$ cat config.mk
export PLATFORM = sky130hd
export DESIGN_NAME = sif_wbuf
export DESIGN_NICKNAME = d
export VERILOG_FILES = /design/src/rtl/sif_pkg.sv /design/src/rtl/sif_wbuf_mem.sv /design/src/rtl/sif_wbuf.sv
export SDC_FILE = /design/constraint.sdc
export NUM_CORES = 1
export LEC_CHECK = 0
export BUFFER_PORTS_ARGS = -buffer_cell sky130_fd_sc_hd__buf_2
export CORE_MARGIN = 2
export CORE_UTILIZATION = 57
export CTS_CLUSTER_DIAMETER = 60
export DETAILED_ROUTE_END_ITERATION = 6
export GPL_TIMING_DRIVEN = 1
export HOLD_SLACK_MARGIN = 0.02
export PLACE_DENSITY = 0.79
export RECOVER_POWER = 50
export SLEW_MARGIN = 5
export SYNTH_ARGS = -nofsm -noshare
export SYNTH_HDL_FRONTEND = slang
export SYNTH_HIERARCHICAL = 1
export SYNTH_SLANG_ARGS = --single-unit
$ cat constraint.sdc
create_clock -name clk -period 6.5 [get_ports clk]
set_input_delay 1.95 -clock clk [delete_from_list [all_inputs] [get_ports clk]]
set_output_delay 1.95 -clock clk [all_outputs]
set_load 0.02 [all_outputs]
$ cat src/rtl/sif_pkg.sv
// Shared types and constants for the small-interface (sif) write path.
// Holds the write-entry struct that travels from the interface block into
// the write buffer, plus the occupancy-width helper.
package sif_pkg;

    localparam int SIF_AW = 16;
    localparam int SIF_DW = 16;

    typedef struct packed {
        logic [SIF_AW-1:0] addr;
        logic [SIF_DW-1:0] data;
    } sif_wr_t;

    // Occupancy counter width: one bit wider than a pointer so that
    // 0 and DEPTH are both representable.
    function automatic int sif_occ_w(input int depth);
        return $clog2(depth) + 1;
    endfunction

endpackage

$ cat src/rtl/sif_wbuf_mem.sv
// DEPTH x sif_wr_t register array for the write buffer.
// One synchronous write port and an asynchronous head read port.
// With SIF_WBUF_COALESCE_EN defined, a second asynchronous read port
// exposes an arbitrary entry so the top can compare against the tail.
module sif_wbuf_mem
    import sif_pkg::*;
#(
    parameter int DEPTH = 4,
    parameter int PW    = $clog2(DEPTH)
) (
    input  logic          clk,
    input  logic          we,
    input  logic [PW-1:0] waddr,
    input  sif_wr_t       wdata,
    input  logic [PW-1:0] raddr,
    output sif_wr_t       rdata
`ifdef SIF_WBUF_COALESCE_EN
    ,
    input  logic [PW-1:0] taddr,
    output sif_wr_t       tdata
`endif
);

    sif_wr_t mem [DEPTH];

    // Write port: store the entry at the addressed slot.
    // NOTE: storage has no reset; validity is tracked by the pointers and
    // count, and leaving the array unreset lets it map onto plain flops/RAM.
    always_ff @(posedge clk) begin
        if (we) begin
            mem[waddr] <= wdata;
        end
    end

    assign rdata = mem[raddr];

`ifdef SIF_WBUF_COALESCE_EN
    assign tdata = mem[taddr];
`endif

endmodule

$ cat src/rtl/sif_wbuf.sv
// sif_wbuf: write-side FIFO buffer behind the small-interface block.
// Captures one-cycle write strobes and drains them in order to a slower
// target over a valid/ready handshake, with show-ahead head, occupancy
// count and a sticky overflow flag.
// Optional feature macro: SIF_WBUF_COALESCE_EN -- a write to the same
// address as the tail entry (when at least two entries are held)
// overwrites the tail data instead of allocating a new slot.
module sif_wbuf
    import sif_pkg::*;
#(
    parameter int DEPTH = 4,
    parameter int AW    = SIF_AW,
    parameter int DW    = SIF_DW
) (
    input  logic                       clk,
    input  logic                       rst,
    input  logic                       wa_wr_s,
    input  logic [AW-1:0]              wa_addr,
    input  logic [DW-1:0]              wa_data_wr,
    output logic                       tg_valid,
    output logic [AW-1:0]              tg_addr,
    output logic [DW-1:0]              tg_data,
    input  logic                       tg_ready,
    output logic [sif_occ_w(DEPTH)-1:0] count,
    output logic                       ovf,
    input  logic                       ovf_clr
);

    localparam int PW = $clog2(DEPTH);
    localparam int CW = sif_occ_w(DEPTH);
    localparam logic [CW-1:0] FULL = CW'(DEPTH);

    logic [PW-1:0] wr_ptr;
    logic [PW-1:0] rd_ptr;
    logic [CW-1:0] count_next;
    logic          push;
    logic          pop;
    logic          full;
    logic          coalesce;
    logic          accept;
    logic          ovf_set;
    logic          mem_we;
    logic [PW-1:0] mem_waddr;
    sif_wr_t       wr_entry;
    sif_wr_t       head;

`ifdef SIF_WBUF_COALESCE_EN
    logic [PW-1:0] tail_ptr;
    sif_wr_t       tail;

    assign tail_ptr = wr_ptr - PW'(1);
`endif

    assign wr_entry = '{addr: wa_addr, data: wa_data_wr};

    // Push/pop/coalesce decisions and next occupancy.
    // NOTE: every signal gets a default at the top of the block so no path
    // leaves one unassigned, which would otherwise infer a latch.
    always_comb begin
        push       = wa_wr_s;
        pop        = tg_valid & tg_ready;
        full       = (count == FULL);
        coalesce   = 1'b0;
`ifdef SIF_WBUF_COALESCE_EN
        coalesce   = push && (count >= CW'(2)) && (tail.addr == wa_addr);
`endif
        accept     = push & ~coalesce & (~full | pop);
        ovf_set    = push & ~coalesce & full & ~pop;
        mem_we     = accept | coalesce;
        mem_waddr  = wr_ptr;
`ifdef SIF_WBUF_COALESCE_EN
        if (coalesce) begin
            mem_waddr = tail_ptr;
        end
`endif
        count_next = count;
        case ({accept, pop})
            2'b10:   count_next = count + CW'(1);
            2'b01:   count_next = count - CW'(1);
            default: count_next = count;
        endcase
    end

    // Pointer, occupancy, head-valid and overflow state.
    // NOTE: sequential state uses non-blocking assignments so every flop
    // samples pre-edge values regardless of statement order.
    always_ff @(posedge clk) begin
        if (rst) begin
            wr_ptr   <= '0;
            rd_ptr   <= '0;
            count    <= '0;
            tg_valid <= 1'b0;
            ovf      <= 1'b0;
        end else begin
            if (accept) begin
                wr_ptr <= wr_ptr + PW'(1);
            end
            if (pop) begin
                rd_ptr <= rd_ptr + PW'(1);
            end
            count    <= count_next;
            tg_valid <= (count_next != '0);
            if (ovf_set) begin
                ovf <= 1'b1;
            end else if (ovf_clr) begin
                ovf <= 1'b0;
            end
        end
    end

    sif_wbuf_mem #(
        .DEPTH (DEPTH),
        .PW    (PW)
    ) u_mem (
        .clk   (clk),
        .we    (mem_we),
        .waddr (mem_waddr),
        .wdata (wr_entry),
        .raddr (rd_ptr),
        .rdata (head)
`ifdef SIF_WBUF_COALESCE_EN
        ,
        .taddr (tail_ptr),
        .tdata (tail)
`endif
    );

    // Head is forced to zero while empty since the array is not reset.
    assign tg_addr = tg_valid ? head.addr : '0;
    assign tg_data = tg_valid ? head.data : '0;

endmodule
Word level (Yosys, flattened, before mapping)
Memory sizes are Yosys's and may differ from the RTL's. A register that Yosys moved wholly into a read port is not among the register bits.
Index checks and enable logic that the tools add are counted.
Storage, ports and cells
  logic and storage cells: 31
  bits in read-only memories: 0
  flip-flop bits (word level): 9
  bits in writable memories: 128
  output and inout port bits: 37
  memories kept: 1
  bits in latches: 0
  input bits: 37
Cells by class
  bitwise logic cells: 7
  magnitude comparators: 0
  reductions and logical operators: 2
  multiply operators: 0
  muxes and demuxes: 9
  shift-type cells: 0
  div/mod/pow operators: 0
  add/sub/neg operators: 4
  equal/unequal tests: 3
Memory list
  u_mem.mem: words 4, width 32, rd ports 1, clocked after memory_dff 1, wr ports 1, line sif_wbuf_mem.sv:24  | sif_wr_t mem [DEPTH];
Operators with widths (number)
  $mux W16: 2
  $pmux W3 S2: 1
  $add A2 B1 Y2 const B: 2
  $and A1 B1 Y1: 4
  $mux W1: 4
  $mux W2: 2
  $add A3 B1 Y3 const B: 1
  $eq A3 B3 Y1 const B: 1
  $reduce_bool A3 Y1: 1
  $sub A3 B1 Y3 const B: 1
  $eq A2 B1 Y1 const B: 1
  $eq A2 B2 Y1 const B: 1
  $not A1 Y1: 2
  $reduce_bool A2 Y1: 1
  $or A1 B1 Y1: 1

Logic depth before layout (Yosys ltp)
Gate-level depths: netlist (run 1).
  depth in word-level cells: 7
  mapped depth: 7
  depth with buffers taken out: 6

Modules after synthesis
The synthesis (run 1) kept the hierarchy.
By module, submodules not included
  sif_wbuf_mem: instances 1, cells each 171, sequential area each 3843.7 um2, area an instance 4689.5 um2
  sif_wbuf: instances 1, cells each 89, sequential area each 180.2 um2, area an instance 683.2 um2

Worst setup path before layout (run 1)
No wires, ideal clock.
  path kind: input to register
  start: in tg_ready
  end: mem u_mem/mem[0][0] in the netlist's numbering, enable pin
  required time: 6.032 ns
  library setup time: 0.468 ns
  data arrival time: 4.757 ns
  path buffers: 0
  path slack: 1.276 ns
  stages: 3
  path through: nand2_1 > a31oi_1 > nor3b_1
On the way
  longest elaborated chain between the ends: 5
RTL lines
  start, declared: line sif_wbuf.sv:23  | input logic tg_ready,
  $and A1 B1 Y1: line sif_wbuf.sv:61  | pop = tg_valid & tg_ready;
  $or A1 B1 Y1: line sif_wbuf.sv:67  | accept = push & ~coalesce & (~full | pop);
  $and A1 B1 Y1: line sif_wbuf.sv:67
  net accept: line sif_wbuf.sv:40  | logic accept;
  $mux W1: line sif_wbuf_mem.sv:30  | if (we) begin
  $mux W1 (implied by the code): line sif_wbuf_mem.sv:31  | mem[waddr] <= wdata;
  end, declared: line sif_wbuf_mem.sv:24
The timed path passes the listed nets, and every way through them passes these cells.

==> results of run 1 <==
==> worst max-delay path, cell delays in order, from the launching register on <==
cell	delay (ns)
sky130_fd_sc_hd__dfxtp_2	0.62
sky130_fd_sc_hd__buf_4	0.47
sky130_fd_sc_hd__mux4_1	0.60
sky130_fd_sc_hd__and2_1	0.17
sky130_fd_sc_hd__buf_2	0.15
==> registers in the layout (all words and copies together), names as in the netlist <==
signal,flops
ovf,1
tg_valid,1
count,3
u_mem/mem,128
rd_ptr,2
mem_waddr,2
==> cell type report <==
cell class              instances  area (um^2)
repair buffers                 76        341.6
inverters                       6        22.52
clock inverters                10        103.9
multi-input cells             105         1205
fillers                       614         2929
flip-flops and latches        137         4026
clock buffers                  21        429.2
well taps                     111        138.9
==> power by group through the flow <==
stage / Clock, uW / Sequential, uW / Combinational [uW]
after global placement: 0 / 1080 / 353
final: 865 / 1060 / 346
after detailed placement: 0 / 1080 / 358
after global routing: 919 / 1070 / 376
after floorplan: 0 / 1070 / 266
after CTS: 878 / 1060 / 359
==> per-layer routing <==
| metal | track usage [%] | part of all wire [%] | up-vias |
|---|---|---|---|
| li1 | - | - | 1199 |
| met1 | 25.05 | 43 | 1359 |
| met2 | 29.60 | 50 | 79 |
| met3 | 5.895 | 6.0 | 8 |
| met4 | 7.796 | 0.78 | 0 |
| met5 | 0 | 0 | - |
==> cells by family (layout without fill, tap and decap cells) <==
family,count (synthesis),in the layout
compound gates,14,14
mux,32,32
simple gates,54,54
xor+xnor,4,4
fa+ha+maj,1,1
buf+inv,18,113
flops,137,137
==> final timing paths <==
| check | slack [ns] | to | cells past startpoint | from |
|---|---|---|---|---|
| setup reg to reg | 3.44 | u_mem/mem[0][14]$_DFFE_PP_ | 5 | tg_valid$_SDFF_PP0_ |
| setup / recovery | 2.02 | tg_data[0] | 4 | rd_ptr[0]$_SDFFE_PP0N_ |
| hold reg to reg | 0.48 | count[1]$_SDFF_PP0_ | 2 | count[1]$_SDFF_PP0_ |
| hold / removal | 0.48 | count[1]$_SDFF_PP0_ | 2 | count[1]$_SDFF_PP0_ |
==> layout by cell type (no fill, tap or decap), types with 2 or more instances in the layout <==
cell type,count
sky130_fd_sc_hd__mux4_1,2
sky130_fd_sc_hd__buf_4,3
sky130_fd_sc_hd__xnor2_1,3
sky130_fd_sc_hd__dfxtp_2,2
sky130_fd_sc_hd__a31oi_1,2
sky130_fd_sc_hd__clkinvlp_4,2
sky130_fd_sc_hd__a21oi_1,2
sky130_fd_sc_hd__and2_1,32
sky130_fd_sc_hd__dfxtp_1,7
sky130_fd_sc_hd__clkbuf_1,41
sky130_fd_sc_hd__and3b_2,2
sky130_fd_sc_hd__mux4_2,30
sky130_fd_sc_hd__bufinv_16,2
sky130_fd_sc_hd__buf_2,36
sky130_fd_sc_hd__clkinv_2,5
sky130_fd_sc_hd__inv_1,6
sky130_fd_sc_hd__nand2_1,6
sky130_fd_sc_hd__nor2_1,8
sky130_fd_sc_hd__clkbuf_16,16
sky130_fd_sc_hd__edfxtp_1,128
==> through the flow <==
step	instance area [um^2]	cells	util [%]
CTS	6327	466	68.80
global placement	5794	435	63.01
global route	6267	466	68.15
floorplan	5373	260	-
finish	6267	466	68.15
detailed placement	5794	435	63.01
==> reports/summary.txt, run 1 <==
OUTCOME
-----------------------------------------------------------------------------------------------
Result of the run                                                                  complete, but fails checks
Violated checks                                                                    max-capacitance violations, max-slew violations

CLOCKING
-----------------------------------------------------------------------------------------------
Number of levels the H-tree was split into                                                    4
Clock latency on the worst-skew pair                                                    0.51 ns
Master cell of the clock root buffer                                               sky130_fd_sc_hd__clkbuf_8
Clock input transition at the sequential cells of the worst setup and hold paths        0.06 ns
Cts bufs inserted                                                                            17
Clock tree from TritonCTS                                                                   yes
Number of buffers inserted by hold repair at cts                                              0
# Post-CTS Setup Buffers                                                                      0
Clock buffer depth                                                                            2
Number of cells upsized or downsized after cts                                                0
Count of clock tree sinks                                                                   137

WORST SETUP PATH
-----------------------------------------------------------------------------------------------
Data required time of the worst path                                                    4.55 ns
Critical setup path kind                                                                reg2out
Largest driver fanout on the critical path                                                   21
Startpoint class of the critical path                                                 flip-flop
Capturing element type of the critical path                                         output port
Worst path arrival time                                                                 2.53 ns

PWR
-----------------------------------------------------------------------------------------------
Total power draw                                                                        2275 uW
Gate power share                                                                          15.2%
Ratio of total power to cell area                                                  363.0 mW/mm^2
Clk network pwr share                                                                     38.0%
Share of total power consumed by net switching                                           24.50%
Share of total power in sequential cells                                                  46.7%
Leakage power figure                                                                0.002136 uW
Peak ir drop on the vdd network                                                     0.0002398 V
Pint                                                                                    1718 uW
NetSw                                                                                  557.3 uW

TIMING
-----------------------------------------------------------------------------------------------
Worst hold slack after final layout                                                   0.4842 ns
Slew Viols, Final                                                                            33
Period utilization                                                                       68.91%
Final setup violation count                                                                   0
Final clock skew                                                                    0.007753 ns
Unrepaired setup endpoints after global routing                                           false
Time the final worst path needs with I/O delays and setup                              4.479 ns
Slew margin rel.                                                                        -12.64%
Final setup margin                                                                     2.021 ns
Number of endpoints with negative hold slack in the final report                              0
Setup Total Neg Slack                                                                      0 ns
Transition time at the pin with the least slew margin                                  1.690 ns
Highest clock rate                                                                    223.3 MHz

FINISH
-----------------------------------------------------------------------------------------------
Number of diodes added for antenna fixing                                                     0
Area added between synthesis and finish                                                  16.65%
Total number of nets in the final design                                                    381
Fraction of final layout cells sized beyond drive strength 1                             28.45%

SYNTH
-----------------------------------------------------------------------------------------------
Most instantiated cells after synthesis                                            128 x sky130_fd_sc_hd__edfxtp_1, 33 x sky130_fd_sc_hd__and2_1, 30 x sky130_fd_sc_hd__mux4_2
Synthesized area per cell                                                            20.66 um^2
Synth top area share                                                                     71.54%
Count leader, synth                                                                sky130_fd_sc_hd__edfxtp_1
Count of cell types in the netlist                                                           33
Most frequently used flop master after synthesis                                   sky130_fd_sc_hd__edfxtp_1
Number of enable-type register cells in the synthesized netlist                             128
Asr flop ratio synth                                                                         0%
Share of synthesized cell area in full adder, half adder and majority cells             0.3726%
Synthesized net count                                                                       298
XOR/XNOR Fraction of Synth Area                                                         0.6521%
Leading area contributor after synthesis                                           sky130_fd_sc_hd__edfxtp_1
Warnings, synthesis                                                                           6
Number of register bits inferred by synthesis                                               137
Proportion of synthesized area in mux cells                                              13.55%
Share of the synthesized area in compound gates (AO/OA/AOI/OAI)                          2.143%
Leading post-synthesis cells by cell area                                          sky130_fd_sc_hd__edfxtp_1 72%, sky130_fd_sc_hd__mux4_2 13%, sky130_fd_sc_hd__and2_1 3.8%, sky130_fd_sc_hd__dfxtp_1 3.4%, sky130_fd_sc_hd__buf_12 1.1%
Synth Area in Simple Gates                                                               5.799%
Sequential cell area fraction in the yosys report                                        74.90%
Largest family of logic cells by synthesized area                                  multiplexers
Synthesized instance count                                                                  260
Synth Cell Area                                                                    0.005373 mm^2

JOB
-----------------------------------------------------------------------------------------------
Max capacitance violation total                                                               1

GRT
-----------------------------------------------------------------------------------------------
Antenna violations before repair                                                              0
Maximum number of pins on one net before global-route repair                                 39
Number of global-route vias before repair                                                  2637
Gr usage total                                                                           18.93%
Leftover overflow at the end of global routing                                                0
First-pass GRT wire length                                                             13830 um

DETAILED ROUTING
-----------------------------------------------------------------------------------------------
Detailed-route via count                                                                   2645
DR DRC count                                                                                  0
Per-cell routed wire length                                                            19.27 um
Vias per cell                                                                             5.676
Iteration-0 DRC count of the detailed router                                                117
First-pass detailed-route iteration total                                                     4
Final wirelength                                                                        8981 um
Post-route ant nets                                                                           0

PLACEMENT
-----------------------------------------------------------------------------------------------
GP Congestion                                                                            0.8374
Detailed placer's ending HPWL                                                           5160 um
Input/output buffers                                                                         73
Worst Setup Slack post-DPL                                                             2.453 ns

FLOORPLAN
-----------------------------------------------------------------------------------------------
Standard cell core area                                                            0.009196 mm^2
Horizontal extent of the die                                                           101.1 um
Site Rows                                                                                    35
Die area                                                                           0.01022 mm^2
Vertical extent of the die                                                             101.1 um
Initial core utilization                                                                 58.42%
Io pins                                                                                      74

WORST HOLD PATH
-----------------------------------------------------------------------------------------------
Type of the most critical hold path                                                     reg2reg

No activity file was read; power rests on OpenSTA's default activity.
==> run 2, diff against run 1 <==
Settings changed: CORE_UTILIZATION 57 to 51, PLACE_DENSITY 0.79 to 0.75.
Clock period 6.5 ns to 4.1 ns, I/O delays scaled along.
==> run 2 against run 1 <==
  * Routed wire length rose by 6.3%
  * Critical path type is now in2reg
  * The run still ends with max-capacitance violations, max-slew violations left
  * Clock power rose by 98%
  * Cell count up 5.8%
  * Sequential share of layout area down 1.9 points
==> reports/summary.txt, run 2 (synthesis results as in run 1) <==
OUTCOME
-----------------------------------------------------------------------------------------------
Result of the run                                                                  complete, but fails checks
Violated checks                                                                    max-capacitance violations, max-slew violations

PLACEMENT
-----------------------------------------------------------------------------------------------
GP Congestion                                                                            0.8354   -0.24%
Detailed placer's ending HPWL                                                           5563 um   +7.8%
Input/output buffers                                                                         73   unchanged
Post-placement cell area                                                           0.005852 mm^2   +0.99%

PWR
-----------------------------------------------------------------------------------------------
Leakage power figure                                                                0.002207 uW   +3.3%
Ratio of total power to cell area                                                  612.3 mW/mm^2   +69%
Peak ir drop on the vdd network                                                     0.0002944 V   +23%
Total power draw                                                                        3954 uW   +74%

CLOCKING
-----------------------------------------------------------------------------------------------
# Post-CTS Setup Buffers                                                                      0   unchanged
Cts bufs inserted                                                                            17   unchanged
Clock latency on the worst-skew pair                                                    0.51 ns   about the same
Count of clock tree sinks                                                                   137   unchanged
Number of buffers inserted by hold repair at cts                                              0   unchanged
Clock tree from TritonCTS                                                                   yes
Master cell of the clock root buffer                                               sky130_fd_sc_hd__clkbuf_8
Clock buffer depth                                                                            2   unchanged
Number of cells upsized or downsized after cts                                                0   unchanged
Clock input transition at the sequential cells of the worst setup and hold paths        0.06 ns   about the same
Number of levels the H-tree was split into                                                    4   unchanged

TIMING
-----------------------------------------------------------------------------------------------
Final setup violation count                                                                   0   unchanged
Worst hold slack after final layout                                                   0.4892 ns   +0.004944 ns
Time the final worst path needs with I/O delays and setup                              3.530 ns
Highest clock rate                                                                    283.3 MHz
Slew margin rel.                                                                        -36.36%   -24 points
Setup Total Neg Slack                                                                      0 ns   unchanged
Period utilization                                                                       86.09%
Transition time at the pin with the least slew margin                                  2.041 ns   +0.3513 ns
Number of endpoints with negative hold slack in the final report                              0   unchanged
Unrepaired setup endpoints after global routing                                           false
Final clock skew                                                                    0.005068 ns   -0.002685 ns
Slew Viols, Final                                                                            11   -67%

DETAILED ROUTING
-----------------------------------------------------------------------------------------------
Iteration-0 DRC count of the detailed router                                                132   +13%
First-pass detailed-route iteration total                                                     4   unchanged
Detailed-route via count                                                                   2628   -0.64%
Post-route ant nets                                                                           0   unchanged
Per-cell routed wire length                                                            19.37 um   +0.49%
Final wirelength                                                                        9548 um   +6.3%
Vias per cell                                                                             5.331   -6.1%
DR DRC count                                                                                  0   unchanged

FLOORPLAN
-----------------------------------------------------------------------------------------------
Horizontal extent of the die                                                           106.6 um   +5.5%
Die area                                                                           0.01137 mm^2   +11%
Standard cell core area                                                            0.01028 mm^2   +12%
Initial core utilization                                                                 52.28%   -6.1 points
Vertical extent of the die                                                             106.6 um   +5.5%
Io pins                                                                                      74   unchanged
Site Rows                                                                                    37   +5.7%

GRT
-----------------------------------------------------------------------------------------------
Maximum number of pins on one net before global-route repair                                 34   -13%
Leftover overflow at the end of global routing                                                0   unchanged
Antenna violations before repair                                                              0   unchanged
First-pass GRT wire length                                                             15230 um   +10%
Gr usage total                                                                           18.66%   -0.28 points
Number of global-route vias before repair                                                  2829   +7.3%

FINISH
-----------------------------------------------------------------------------------------------
Most frequent cells in the layout                                                  128 x sky130_fd_sc_hd__edfxtp_1, 37 x sky130_fd_sc_hd__clkbuf_1, 37 x sky130_fd_sc_hd__buf_2
Largest register FFs                                                                        128   unchanged
Total number of nets in the final design                                                    382   +0.26%
Utilization after layout                                                                 62.83%   -5.3 points
Number of diodes added for antenna fixing                                                     0   unchanged
Register with the highest flop count                                                  u_mem/mem
Fraction of final layout cells sized beyond drive strength 1                             30.25%   +1.8 points
Area added between synthesis and finish                                                  20.19%
Registers with the most flip-flops                                                 u_mem/mem: 128 flops, count: 3 flops
Post-route design area                                                             0.006457 mm^2   +3.0%
Layout fillers                                                                              755   +23%
Commonest non-fill, non-tap cell in the layout                                     sky130_fd_sc_hd__edfxtp_1

WORST SETUP PATH
-----------------------------------------------------------------------------------------------
Slowest cell delay on critical path                                                     1.62 ns   +1.00 ns
Critical path cell sequence                                                        buf_2, nand2_1, a31oi_1, nor3b_1, buf_12
Crit-path leading delay family                                                     simple AND/OR/NAND/NOR gates
Data required time of the worst path                                                    4.31 ns   -0.24 ns
Critical setup path kind                                                                 in2reg
Worst path arrival time                                                                 3.74 ns   +1.21 ns
Capturing element type of the critical path                                           flip-flop
Startpoint class of the critical path                                              primary input
Worst path slowest cell                                                            sky130_fd_sc_hd__nor3b_1
Crit path buffers/inverters                                                                   2   unchanged
Largest driver fanout on the critical path                                                   22   +4.8%

WORST HOLD PATH
-----------------------------------------------------------------------------------------------
Type of the most critical hold path                                                     reg2reg

JOB
-----------------------------------------------------------------------------------------------
Max capacitance violation total                                                               1   unchanged

## run 2: routing by layer
metal	routed length (um)	track usage, %	share of wire (%)	up-vias
li1	-	-	-	1207
met1	3961	23.95	41	1346
met2	4960	29.85	52	64
met3	463	5.957	4.8	11
met4	163	7.514	1.7	0
met5	0	0	0	-
## run 2: layout make-up
| type | instances | area [um^2] | area share (%) |
|---|---|---|---|
| multi-input combinational | 105 | 1206 | 18.68 |
| clock inverter | 14 | 251.5 | 3.895 |
| clock buffer | 18 | 417.9 | 6.472 |
| timing repair buffer | 77 | 362.8 | 5.619 |
| tap | 136 | 170.2 | 2.635 |
| sequential | 137 | 4026 | 62.35 |
| inverter | 6 | 22.52 | 0.3488 |
## run 2: worst register-to-register path, cell delays in order (launching register included)
cell,delay [ns]
sky130_fd_sc_hd__dfxtp_1,0.73
sky130_fd_sc_hd__nand2_1,0.17
sky130_fd_sc_hd__a31oi_1,0.38
sky130_fd_sc_hd__nor3b_1,1.62
sky130_fd_sc_hd__buf_12,0.29
## run 2: through the flow
| stage | worst slack (ns) | instances |
|---|---|---|
| 2_1_floorplan | 0.7214 | 260 |
| 3_3_place_gp | 1.052 | 461 |
| 3_5_place_dp | 0.9638 | 461 |
| 4_1_cts | 0.6017 | 493 |
| 5_1_grt | 0.2911 | 493 |
| 6_report | 0.5705 | 493 |
## run 2: where the power goes
| part | total [uW] | internal (uW) | switching [uW] |
|---|---|---|---|
| Combinational | 558 | 242 | 316 |
| Sequential | 1690 | 1640 | 53.3 |
| Clock | 1710 | 1170 | 541 |
## run 2: path summary, 6_finish.rpt
check        cells after the start                          to  slack (ns)                 from
max                              5  u_mem/mem[0][17]$_DFFE_PP_        0.57             tg_ready
min                              2            ovf$_SDFFE_PP0P_        0.49     ovf$_SDFFE_PP0P_
max reg2reg                      4  u_mem/mem[0][17]$_DFFE_PP_        0.59  tg_valid$_SDFF_PP0_
min reg2reg                      2            ovf$_SDFFE_PP0P_        0.49     ovf$_SDFFE_PP0P_
==> run 3, diff against run 2 <==
Settings changed: BUFFER_PORTS_ARGS -buffer_cell sky130_fd_sc_hd__buf_2 to unset, CORE_UTILIZATION 51 to 56, DONT_BUFFER_PORTS set to 1, PLACE_DENSITY 0.75 to 0.74.
==> run 3 against run 2 <==
  * The run now ends clean
  * Fmax increased by 3.5%
  * Cell count decreased by 16%
  * Sequential share of layout area increased by 4.4 points
  * Combinational power decreased by 20%
  * Hold slack improved by 0.094 ns
  * Sequential power about the same
  * Global-route usage decreased by 1.1 points
  * Clock skew increased by 0.0020 ns
  * Non-clock buffer count decreased by 71
  * First-iteration DRC count increased by 9.1%
  * Routed wire length decreased by 9.7%
  * Die area decreased by 8.6%
  * Critical path type is now reg2out
  * Critical endpoint is now tg_addr[4]
  * Largest power group is now sequential cells
==> reports/summary.txt, run 3 (synthesis results as in run 1) <==
OUTCOME
-----------------------------------------------------------------------------------------------
Result of the run                                                                  finished clean

FINISH
-----------------------------------------------------------------------------------------------
Most frequent cells in the layout                                                  128 x sky130_fd_sc_hd__edfxtp_1, 32 x sky130_fd_sc_hd__and2_1, 30 x sky130_fd_sc_hd__mux4_2
Area added between synthesis and finish                                                  12.27%
Fraction of final layout cells sized beyond drive strength 1                             25.87%   -4.4 points
Largest register FFs                                                                        128   unchanged
Non-filler cells in the finished layout                                                     415   -16%
Total number of nets in the final design                                                    311   -19%
Registers with the most flip-flops                                                 u_mem/mem: 128 flops, count: 3 flops
Number of diodes added for antenna fixing                                                     0   unchanged
Commonest non-fill, non-tap cell in the layout                                     sky130_fd_sc_hd__edfxtp_1
Register with the highest flop count                                                  u_mem/mem

CLOCKING
-----------------------------------------------------------------------------------------------
# Post-CTS Setup Buffers                                                                      0   unchanged
Master cell of the clock root buffer                                               sky130_fd_sc_hd__clkbuf_8
Number of buffers inserted by hold repair at cts                                              0   unchanged
Number of levels the H-tree was split into                                                    4   unchanged
Number of cells upsized or downsized after cts                                                0   unchanged
Clock buffer depth                                                                            2   unchanged
Clock tree from TritonCTS                                                                   yes
Clock latency on the worst-skew pair                                                    0.50 ns   about the same
Clock input transition at the sequential cells of the worst setup and hold paths        0.06 ns   about the same
Count of clock tree sinks                                                                   137   unchanged
Cts bufs inserted                                                                            17   unchanged

TIMING
-----------------------------------------------------------------------------------------------
Transition time at the pin with the least slew margin                                 0.9576 ns   -1.083 ns
Worst hold slack after final layout                                                   0.5835 ns   +0.09430 ns
Number of endpoints with negative hold slack in the final report                              0   unchanged
Final setup violation count                                                                   0   unchanged
Final clock skew                                                                    0.007101 ns   +0.002033 ns
Setup Total Neg Slack                                                                      0 ns   unchanged
Period utilization                                                                       83.14%   -3.0 points
Final setup margin                                                                    0.6915 ns   +0.1210 ns
Highest clock rate                                                                    293.4 MHz   +3.5%
Slew Viols, Final                                                                             0   -11
Unrepaired setup endpoints after global routing                                           false
Slew margin rel.                                                                         36.16%   +73 points
Time the final worst path needs with I/O delays and setup                              3.409 ns   -0.1210 ns

WORST SETUP PATH
-----------------------------------------------------------------------------------------------
Length in cells of the worst reg-to-reg path                                                  4   unchanged
Crit-path leading delay family                                                       flip-flops
Endpoint of the worst setup timing path                                              tg_addr[4]
Startpoint of the worst-slack reg-to-reg timing path                               tg_valid$_SDFF_PP0_
Critical setup path kind                                                                reg2out
Largest driver fanout on the critical path                                                   14   -36%
Data required time of the worst path                                                    2.87 ns   -1.44 ns
Worst R2R Setup Slack                                                                   1.38 ns   +0.79 ns
Worst reg2reg path endpoint                                                        u_mem/mem[0][9]$_DFFE_PP_
Logic depth of the worst setup path including buffers                                         3   -2
Worst path slowest cell                                                            sky130_fd_sc_hd__dfxtp_2
Setup crit start                                                                   rd_ptr[0]$_SDFFE_PP0N_
Capturing element type of the critical path                                         output port
Slowest cell delay on critical path                                                     0.58 ns   -1.04 ns
Worst path arrival time                                                                 2.18 ns   -1.56 ns
Critical path cell sequence                                                        buf_4, mux4_2, and2_1
Startpoint class of the critical path                                                 flip-flop
Crit path buffers/inverters                                                                   1   -1

GRT
-----------------------------------------------------------------------------------------------
Gr usage total                                                                           17.59%   -1.1 points
Maximum number of pins on one net before global-route repair                                 34   unchanged
Antenna violations before repair                                                              0   unchanged
Leftover overflow at the end of global routing                                                0   unchanged
First-pass GRT wire length                                                             13060 um   -14%
Number of global-route vias before repair                                                  2471   -13%

PLACEMENT
-----------------------------------------------------------------------------------------------
Placed Instances                                                                            383   -17%
Input/output buffers                                                                          0   -100%
Detailed placer's ending HPWL                                                           5040 um   -9.4%
GP Congestion                                                                            0.6627   -21%
Worst Setup Slack post-DPL                                                             1.174 ns   +0.2100 ns

PWR
-----------------------------------------------------------------------------------------------
Leakage power figure                                                                0.001940 uW   -12%
Peak ir drop on the vdd network                                                     0.0003625 V   +23%
Ratio of total power to cell area                                                  591.4 mW/mm^2   -3.4%

DETAILED ROUTING
-----------------------------------------------------------------------------------------------
Final wirelength                                                                        8622 um   -9.7%
Post-route ant nets                                                                           0   unchanged
Per-cell routed wire length                                                            20.78 um   +7.3%
DR DRC count                                                                                  0   unchanged
Iteration-0 DRC count of the detailed router                                                144   +9.1%
Detailed-route via count                                                                   2404   -8.5%
First-pass detailed-route iteration total                                                     4   unchanged
Vias per cell                                                                             5.793   +8.7%

JOB
-----------------------------------------------------------------------------------------------
Max capacitance violation total                                                               0   -1

WORST HOLD PATH
-----------------------------------------------------------------------------------------------
Type of the most critical hold path                                                     reg2reg
Depth of the worst hold-timing path                                                           2   unchanged

FLOORPLAN
-----------------------------------------------------------------------------------------------
Standard cell core area                                                            0.009284 mm^2   -9.7%
Die area                                                                           0.01039 mm^2   -8.6%
Io pins                                                                                      74   unchanged
Vertical extent of the die                                                             102.0 um   -4.4%
Initial core utilization                                                                 57.87%   +5.6 points
Horizontal extent of the die                                                           102.0 um   -4.4%
Site Rows                                                                                    35   -5.4%

[run 3: changes by cell type in the layout (fill, tap and decap cells not counted), sizes merged]
cell	before	now
buf	41	5
clkbuf	54	20
bufinv	7	2
clkinv	4	6
inv	6	8
[run 3: how the worst min path moves through the flow]
stage / startpoint / endpoint / slack, ns
after floorplan: rd_ptr[0]$_SDFFE_PP0N_ / rd_ptr[0]$_SDFFE_PP0N_ / 0.53
after global placement: count[1]$_SDFF_PP0_ / count[1]$_SDFF_PP0_ / 0.57
after detailed placement: count[1]$_SDFF_PP0_ / count[1]$_SDFF_PP0_ / 0.58
after CTS: count[1]$_SDFF_PP0_ / count[1]$_SDFF_PP0_ / 0.59
after global routing: mem_waddr[1]$_SDFFE_PP0P_ / mem_waddr[1]$_SDFFE_PP0P_ / 0.61
final: count[1]$_SDFF_PP0_ / count[1]$_SDFF_PP0_ / 0.58
[run 3: where the power goes]
part,switching [uW],total [uW],internal (uW)
registers,69.7,1710,1640
clock network,543,1410,869
logic,265,449,184
[run 3: cell type report]
class	instances	area, um^2
inverter	6	22.52
multi-input combinational	105	1214
clock buffer	19	421.7
clock inverter	13	145.1
sequential	137	4026
fill	643	3252
tap	129	161.4
timing repair buffer	6	41.29
[run 3: worst reg2reg max path, cell delays in order, from the launching register on]
cell                       delay [ns]
sky130_fd_sc_hd__dfxtp_1         0.71
sky130_fd_sc_hd__nand2_1         0.14
sky130_fd_sc_hd__a31oi_1         0.41
sky130_fd_sc_hd__nor3b_1         0.32
sky130_fd_sc_hd__clkbuf_1        0.76
[run 3: per-layer routing]
layer,vias to the layer above,wire length [um],global-route usage [%]
li1,1064,-,-
met3,5,643,6.908
met1,1258,3601,22.20
met4,0,55,6.154
met2,77,4321,28.24
met5,-,0,0
[run 3: metrics by stage]
stage          utilization [%]  total power (uW)  cell area (um^2)
2_1_floorplan                -              2125              5378
3_5_place_dp             59.03              2198              5480
5_1_grt                  64.97              3700              6032
6_report                 64.97              3567              6032
4_1_cts                  65.13              3612              6047
3_3_place_gp             59.03              2189              5480
